$ cat config.mk
export PLATFORM = sky130hd
export DESIGN_NAME = pipeline_ctrl_flat
export DESIGN_NICKNAME = d
export VERILOG_FILES = /design/src/rtl/pipeline_ctrl_if.sv /design/src/rtl/pipeline_ctrl.sv /design/src/flat_wrapper.sv
export SDC_FILE = /design/constraint.sdc
export NUM_CORES = 1
export LEC_CHECK = 0
export CAP_MARGIN = 20
export CORE_UTILIZATION = 40
export DETAILED_ROUTE_END_ITERATION = 8
export PLACE_DENSITY = 0.68
export SYNTH_ARGS = -nofsm -noshare
export SYNTH_HDL_FRONTEND = slang
export SYNTH_SLANG_ARGS = --single-unit
$ cat constraint.sdc
create_clock -name clk -period 4.96 [get_ports clk]
set_clock_uncertainty 0.15 [all_clocks]
set_input_delay 1.488 -clock clk [delete_from_list [all_inputs] [get_ports clk]]
set_output_delay 1.488 -clock clk [all_outputs]
set_load 0.005 [all_outputs]
$ cat src/rtl/pipeline_ctrl_if.sv
// Command handshake between the debug front-end and pipeline_ctrl.
// The front-end is the master; the sequencer answers with cmd_ready.
interface pipeline_ctrl_if;
  logic       cmd_valid;
  logic [1:0] cmd_code;
  logic       cmd_ready;

  modport master (
    output cmd_valid,
    output cmd_code,
    input  cmd_ready
  );

  modport slave (
    input  cmd_valid,
    input  cmd_code,
    output cmd_ready
  );
endinterface

$ cat src/rtl/pipeline_ctrl.sv
// Run/step/halt sequencer for the 5-stage pipeline.
// Gates PC/latch enables, drains after HALT and counts enabled cycles.
module pipeline_ctrl #(
  parameter logic [5:0] HALT_OPCODE  = 6'b111111,
  parameter int         DRAIN_CYCLES = 4,
  parameter int         CNT_WIDTH    = 32
) (
  input  logic                 clk,
  input  logic                 reset,
  pipeline_ctrl_if.slave       cmd,
  input  logic [31:0]          id_instruction,
  output logic                 pc_en,
  output logic                 pipe_en,
  output logic                 nop_inject,
  output logic                 pipe_flush,
  output logic                 busy,
  output logic                 done,
  output logic [CNT_WIDTH-1:0] cycle_count
);

  localparam int DW = $clog2(DRAIN_CYCLES) + 1;
  localparam logic [DW-1:0] DRAIN_LOAD = DW'(DRAIN_CYCLES - 1);

  localparam logic [1:0] CMD_RUN   = 2'b00;
  localparam logic [1:0] CMD_STEP  = 2'b01;
  localparam logic [1:0] CMD_PAUSE = 2'b10;
  localparam logic [1:0] CMD_CLEAR = 2'b11;

  typedef enum logic [2:0] {
    IDLE,
    RUN,
    STEP,
    DRAIN,
    DONE
  } state_t;

  state_t        state;
  state_t        state_d;
  logic [DW-1:0] drain;
  logic [DW-1:0] drain_d;
  logic          flush_q;
  logic          clr;
  logic          fire;
  logic          halt_hit;

  assign pc_en      = (state == RUN) || (state == STEP);
  assign pipe_en    = pc_en || (state == DRAIN);
  assign nop_inject = (state == DRAIN);
  assign busy       = pipe_en;
  assign done       = (state == DONE);
  assign pipe_flush = flush_q;

  assign cmd.cmd_ready = (state == IDLE)
                      || (state == RUN)
                      || (state == DONE);

  assign fire     = cmd.cmd_valid && cmd.cmd_ready;
  assign halt_hit = (id_instruction[31:26] == HALT_OPCODE)
                 && pipe_en;

  always_comb begin
    state_d = state;
    drain_d = drain;
    clr     = 1'b0;
    unique case (state)
      IDLE: begin
        if (fire) begin
          unique case (cmd.cmd_code)
            CMD_RUN:   state_d = RUN;
            CMD_STEP:  state_d = STEP;
            CMD_CLEAR: clr = 1'b1;
            default:   ;
          endcase
        end
      end
      RUN: begin
        // HALT wins; a simultaneous command is consumed and dropped
        if (halt_hit) begin
          state_d = DRAIN;
          drain_d = DRAIN_LOAD;
        end else if (fire && cmd.cmd_code == CMD_PAUSE) begin
          state_d = IDLE;
        end else if (fire && cmd.cmd_code == CMD_CLEAR) begin
          state_d = IDLE;
          clr     = 1'b1;
        end
      end
      STEP: begin
        if (halt_hit) begin
          state_d = DRAIN;
          drain_d = DRAIN_LOAD;
        end else begin
          state_d = IDLE;
        end
      end
      DRAIN: begin
        if (drain == '0) state_d = DONE;
        else drain_d = drain - DW'(1);
      end
      DONE: begin
        if (fire && cmd.cmd_code == CMD_CLEAR) begin
          state_d = IDLE;
          clr     = 1'b1;
        end
      end
      default: state_d = IDLE;
    endcase
  end

  always_ff @(posedge clk or posedge reset) begin
    if (reset) begin
      state       <= IDLE;
      drain       <= '0;
      flush_q     <= 1'b0;
      cycle_count <= '0;
    end else begin
      state   <= state_d;
      drain   <= drain_d;
      flush_q <= clr;
      if (clr) begin
        cycle_count <= '0;
      end else if (pipe_en && !(&cycle_count)) begin
        cycle_count <= cycle_count + CNT_WIDTH'(1);
      end
    end
  end

endmodule

$ cat src/flat_wrapper.sv
// flat-port wrapper written by rule: the top's interface ports become plain ports
module pipeline_ctrl_flat 
#(
  parameter logic [5:0] HALT_OPCODE  = 6'b111111,
  parameter int         DRAIN_CYCLES = 4,
  parameter int         CNT_WIDTH    = 32
)
  (clk, reset, id_instruction, pc_en, pipe_en, nop_inject, pipe_flush, busy, done, cycle_count, cmd_cmd_valid, cmd_cmd_code, cmd_cmd_ready);
  pipeline_ctrl_if cmd_i ();
  input  logic clk;
  input  logic reset;
  input  logic [31:0] id_instruction;
  output logic pc_en;
  output logic pipe_en;
  output logic nop_inject;
  output logic pipe_flush;
  output logic busy;
  output logic done;
  output logic [CNT_WIDTH-1:0] cycle_count;
  input wire logic [$bits(cmd_i.cmd_valid)-1:0] cmd_cmd_valid;
  input wire logic [$bits(cmd_i.cmd_code)-1:0] cmd_cmd_code;
  output wire logic [$bits(cmd_i.cmd_ready)-1:0] cmd_cmd_ready;
  assign cmd_i.cmd_valid = cmd_cmd_valid;
  assign cmd_i.cmd_code = cmd_cmd_code;
  assign cmd_cmd_ready = cmd_i.cmd_ready;
  pipeline_ctrl #(.HALT_OPCODE(HALT_OPCODE), .DRAIN_CYCLES(DRAIN_CYCLES), .CNT_WIDTH(CNT_WIDTH)) u_core (.clk(clk), .reset(reset), .cmd(cmd_i), .id_instruction(id_instruction), .pc_en(pc_en), .pipe_en(pipe_en), .nop_inject(nop_inject), .pipe_flush(pipe_flush), .busy(busy), .done(done), .cycle_count(cycle_count));
endmodule
# [Word-level counts from Yosys, hierarchy flattened]
# Cells that the tools add are included.
[totals] register_bits=39 output_inout_bits=39 in_bits=37
[op_classes] n_mux=19 n_reduce_logical=19 n_eq_ne=13 addsub=2
[op_table] op="$mux W32" n=2
[op_table] op="$add A32 B1 Y32 const B" n=1
[op_table] op="$reduce_and A32 Y1" n=1
[op_table] op="$mux W3" n=7
[op_table] op="$pmux W3 S5" n=1
[op_table] op="$pmux W3 S2" n=2
[op_table] op="$eq A3 B2 Y1 const B" n=2
[op_table] op="$eq A6 B6 Y1 const B" n=1
[op_table] op="$logic_not A3 Y1" n=2
[op_table] op="$ne A2 B1 Y1 const B" n=3
[op_table] op="$reduce_and A3 Y1" n=2
[op_table] op="$logic_and A1 B1 Y1" n=5
[op_table] op="$mux W1" n=5
[op_table] op="$eq A2 B2 Y1 const B" n=2
[op_table] op="$logic_or A1 B1 Y1" n=4
[op_table] op="$reduce_bool A2 Y1" n=2
[op_table] op="$eq A3 B1 Y1 const B" n=1
[op_table] op="$eq A3 B3 Y1 const B" n=1
[op_table] op="$ne A3 B3 Y1 const B" n=1
[op_table] op="$pmux W1 S3" n=1
[op_table] op="$sub A3 B1 Y3 const B" n=1
[op_table] op="$eq A2 B1 Y1 const B" n=1
[op_table] op="$logic_not A2 Y1" n=1
[op_table] op="$mux W2" n=1
[op_table] op="other kinds (3)" n=3

# [Longest topological paths before layout]
[logic_depth] word_depth=10 depth_mapped=8 mapped_depth_nobuf=7

# [Worst setup path after synthesis]
# Ideal clock, no wire load.
[synth_timing] path_type="input-to-reg" start="input id_instruction[28]" end="register u_core.cycle_count[10]" stages=7 setup_time_ps=132 setup_slack_ps=2021 arrival_ps=2657 n_path_buf=2 path_cell_list="nand4_1 -> o21bai_1 -> a21o_1 -> inv_1 -> clkbuf_1 -> clkbuf_1 -> nor2_1"
[synth_via] elab_chain_cells=5
[synth_rtl] item="start: declaration" line="flat_wrapper.sv:12" source="input logic [31:0] id_instruction;"
[synth_rtl] item="$eq A6 B6 Y1 (*)" line="pipeline_ctrl.sv:58" source="assign halt_hit = (id_instruction[31:26] == HALT_OPCODE)"
[synth_rtl] item="$logic_and A1 B1 Y1 (*)" line="pipeline_ctrl.sv:59" source="&& pipe_en;"
[synth_rtl] item="$mux W1 (*)" line="pipeline_ctrl.sv:78" source="if (halt_hit) begin"
[synth_rtl] item="$pmux W1 S3 (*)" line="pipeline_ctrl.sv:65" source="unique case (state)"
[synth_rtl] item="net u_core.clr" line="pipeline_ctrl.sv:42" source="logic clr;"
[synth_rtl] item="$mux W32 or $reduce_bool A2 Y1 (tied branches)"
[synth_rtl] item="end signal: assignment" line="pipeline_ctrl.sv:123" source="cycle_count <= cycle_count + CNT_WIDTH'(1);"
[synth_rtl] item="end: declaration" line="pipeline_ctrl.sv:18" source="output logic [CNT_WIDTH-1:0] cycle_count"
# Mark *: on every way through the listed nets, which the timed path passes. The rest lies on a longest branch.
# A chain may end at the register's enable or synchronous reset.

# [Worst setup path in the final report]
[layout_timing] start="register u_core.state[0]" end="output busy"
[layout_via] elab_chain_cells=3
[layout_rtl] item="start: declaration" line="pipeline_ctrl.sv:37" source="state_t state;"
[layout_rtl] item="start signal: assignment" line="pipeline_ctrl.sv:117" source="state <= state_d;"
[layout_rtl] item="$eq A3 B1 Y1 or $eq A3 B2 Y1 (tied branches)" line="pipeline_ctrl.sv:46" source="assign pc_en = (state == RUN) || (state == STEP);"
[layout_rtl] item="$logic_or A1 B1 Y1" line="pipeline_ctrl.sv:46"
[layout_rtl] item="$logic_or A1 B1 Y1 (*)" line="pipeline_ctrl.sv:47" source="assign pipe_en = pc_en || (state == DRAIN);"
[layout_rtl] item="end: declaration" line="flat_wrapper.sv:17" source="output logic busy;"
# Mark *: on every way between the ends. The rest lies on a longest branch, timed or not.

==> impl_metrics.env <==
export IMPL_stdcell_area_um2=2910
export IMPL_grt_max_degree=40
export IMPL_antennaDiodeCount=0
export IMPL_numCtsBuffers=5
export IMPL_cts_clk_slew_worst_paths_ns=0.07
export IMPL_maxSlewViolCount=0
export IMPL_crit_fanout=12
export IMPL_crit_path_start_kind="register"
export IMPL_synth_area_leaders="dfrtp_1, a21oi_1, or3_1, nand2_1, nand4_1"
export IMPL_multi_input_area_um2=1220
export IMPL_drt_wl_total_um=5240
export IMPL_netlist_instances=250
export IMPL_die_w_um=77.6
export IMPL_yosys_register_bits=39
export IMPL_maxCapViolations=0
export IMPL_cts_tree="done"
export IMPL_syn_nets=290
export IMPL_post_route_period_util_pct=73.5
export IMPL_power_density_nw_per_um2=304
export IMPL_port_buffers=49
export IMPL_hold_viol=0
export IMPL_holdBufCountCts=0
export IMPL_setup_violations=0
export IMPL_syn_area_um2=2290
export IMPL_syn_area_per_cell_um2=9.15
export IMPL_slowest_stage="dfrtp_1"
export IMPL_required_ns=3.32
export IMPL_vias=2108
export IMPL_critPathKind="register to primary output"
export IMPL_fp_dieH_um=77.6
export IMPL_yosysTopAreaCell="dfrtp_1"
export IMPL_wl_per_cell_um=14.2
export IMPL_clk_path_buf_depth=2
export IMPL_slew_headroom_pct=38.4
export IMPL_fin_nets=338
export IMPL_grt_pass1_wl_um=9080
export IMPL_yosysWarnings=0
export IMPL_critPathCaptureType="primary output"
export IMPL_setup_tns_ns=0
export IMPL_first_pass_iters=4
export IMPL_tightest_slew_ns=0.919
export IMPL_fin_ws_ns=1.31
export IMPL_numClockSinks=39
export IMPL_regToRegSetupSlack_ns=2.26
export IMPL_drc=0
export IMPL_post_cts_setup_buffer_count=0
export IMPL_r2r_cells=6
export IMPL_path_cells="o21bai_1 > inv_2 > clkdlybuf4s50_1"
export IMPL_slowest_delay_ns=0.52
export IMPL_num_rows=27
export IMPL_status="complete, no violations"
export IMPL_synth_distinct_cells=52
export IMPL_fmax_mhz=274
export IMPL_synth_edf_count=0
export IMPL_final_cells=369
export IMPL_p_leak_nw=1.11
export IMPL_grt_setup_unrepaired="no"
export IMPL_clk_latency_ns=0.29
export IMPL_ys_flop_type="dfrtp_1"
export IMPL_antenna_found_initial=0
export IMPL_drive_gt1_share_pct=6.73
export IMPL_dp_cells=363
export IMPL_area_growth_synth_to_final_pct=27.1
export IMPL_yosysTopAreaCellShare_pct=42.7
export IMPL_place_ws_ns=1.16
export IMPL_start_util_pct=41.5
export IMPL_finalCriticalPeriod_ns=3.65
export IMPL_grt_usage_pct=18.8
export IMPL_placed_area_um2=2830
export IMPL_htreeDepth=2
export IMPL_timing_hold_ws_ns=0.396
export IMPL_postRouteAntennaNets=0
export IMPL_crit_arrival_ns=2.01
export IMPL_ir_worst_vdd_mv=0.263
export IMPL_globalplace_congestion=0.777
export IMPL_async_flop_share_pct=100
export IMPL_fill_cells=524
export IMPL_hold_class="register to register"
export IMPL_dp_hpwl_um=3680
export IMPL_grt_pass1_vias=1905
export IMPL_cts_resized=0
export IMPL_final_core_util_pct=52.8
export IMPL_drt_vias_per_instance=5.71
export IMPL_seqCellArea_um2=976
export IMPL_grt_overflow=0
export IMPL_core_um2=5510
export IMPL_synth_seq_area_share_pct=42.7
export IMPL_whs_path_depth=1
export IMPL_cts_root_buf="clkbuf_8"
export IMPL_p_total_uw=883
export IMPL_drtIter0Drc=109
export IMPL_dieArea_um2=6020
export IMPL_pin_count=76
## state kept, by name (all words and copies together) (netlist names)
| name | count |
|---|---|
| u_core.state | 3 |
| u_core.cycle_count | 32 |
| u_core.pipe_flush | 1 |
| u_core.drain | 3 |
## path summary, 6_finish.rpt
| check | startpoint | end |
|---|---|---|
| min in group asynchronous | reset | u_core.cycle_count[19] |
| hold reg to reg | u_core.drain[2] | u_core.drain[2] |
| setup reg to reg | u_core.cycle_count[12] | u_core.cycle_count[3] |
| setup / recovery | u_core.state[0] | busy |
| max in group asynchronous | reset | u_core.cycle_count[27] |
| hold / removal | u_core.drain[2] | u_core.drain[2] |
## cell usage in the layout, fill, tap and decap left out, types with 3 or more instances in the layout
cell,instances
and2_1,3
a21oi_1,22
dfrtp_1,39
o21ai_0,10
xnor2_1,7
nand2_1,20
or4_1,7
nand3_1,11
clkdlybuf4s50_1,49
ha_1,3
and4_1,4
or3_1,13
o31ai_1,6
o21ai_1,7
a211oi_1,4
nand2b_1,4
nand4_1,11
clkbuf_8,5
buf_4,3
nor2_1,17
inv_1,8
## logic make-up (layout without fill, tap and decap cells)
| family | Yosys count | count (layout) | synth area share (%) |
|---|---|---|---|
| flip-flops | 39 | 39 | 42.7 |
| buffers and inverters | 20 | 67 | 3.94 |
| AND/OR/NAND/NOR | 111 | 111 | 28.8 |
| adder cells (fa/ha/maj) | 3 | 3 | 1.64 |
| AO/OA/AOI/OAI | 68 | 68 | 19.4 |
| multiplexers | 1 | 1 | 0.438 |
| XOR/XNOR | 8 | 8 | 3.06 |
## where the power goes
group | switching [mW] | internal (mW)
Clock | 0.105 | 0.0938
Sequential | 0.0617 | 0.356
Combinational | 0.125 | 0.141
## cell usage after synthesis, types with 2 or more instances
cell / n
or3_1: 13
or3_4: 2
ha_1: 3
o21ai_0: 10
a21oi_1: 22
o31ai_1: 6
nor3_1: 2
buf_4: 2
nor4_1: 2
or4_1: 7
o21bai_1: 2
a32oi_1: 2
inv_1: 8
a31oi_1: 2
nand4_1: 11
nand2_1: 20
nor4b_1: 2
o21ai_1: 7
and3_1: 2
nand3_1: 11
nand2b_1: 4
a2111oi_2: 2
nor2_1: 17
nor2b_1: 2
clkbuf_1: 8
a211oi_1: 4
nor3_2: 2
xnor2_1: 7
dfrtp_1: 39
o41ai_1: 2
and2_1: 3
and4_1: 4
## routing by layer
layer / GRT usage [%] / vias up / share of wire, %
met2: 29.3 / 47 / 45
met5: 0 / - / 0
met3: 3.65 / 6 / 3.3
met1: 26.7 / 1018 / 51
met4: 4.53 / 0 / 1.1
li1: - / 1037 / -
## critical path, delay by kind of cell (launching register included)
kind,cells,cell delay [ns]
compound gates,1,0.52
buf+inv,2,0.68
flops,1,0.52
## final cells by class
class | count | area share [%]
multi-input cells | 191 | 42.0
flip-flops and latches | 39 | 33.6
repair buffers | 52 | 17.6
well taps | 72 | 3.10
clock buffers | 6 | 2.50
inverters | 9 | 1.16
No activity file was read; power rests on OpenSTA's default activity.
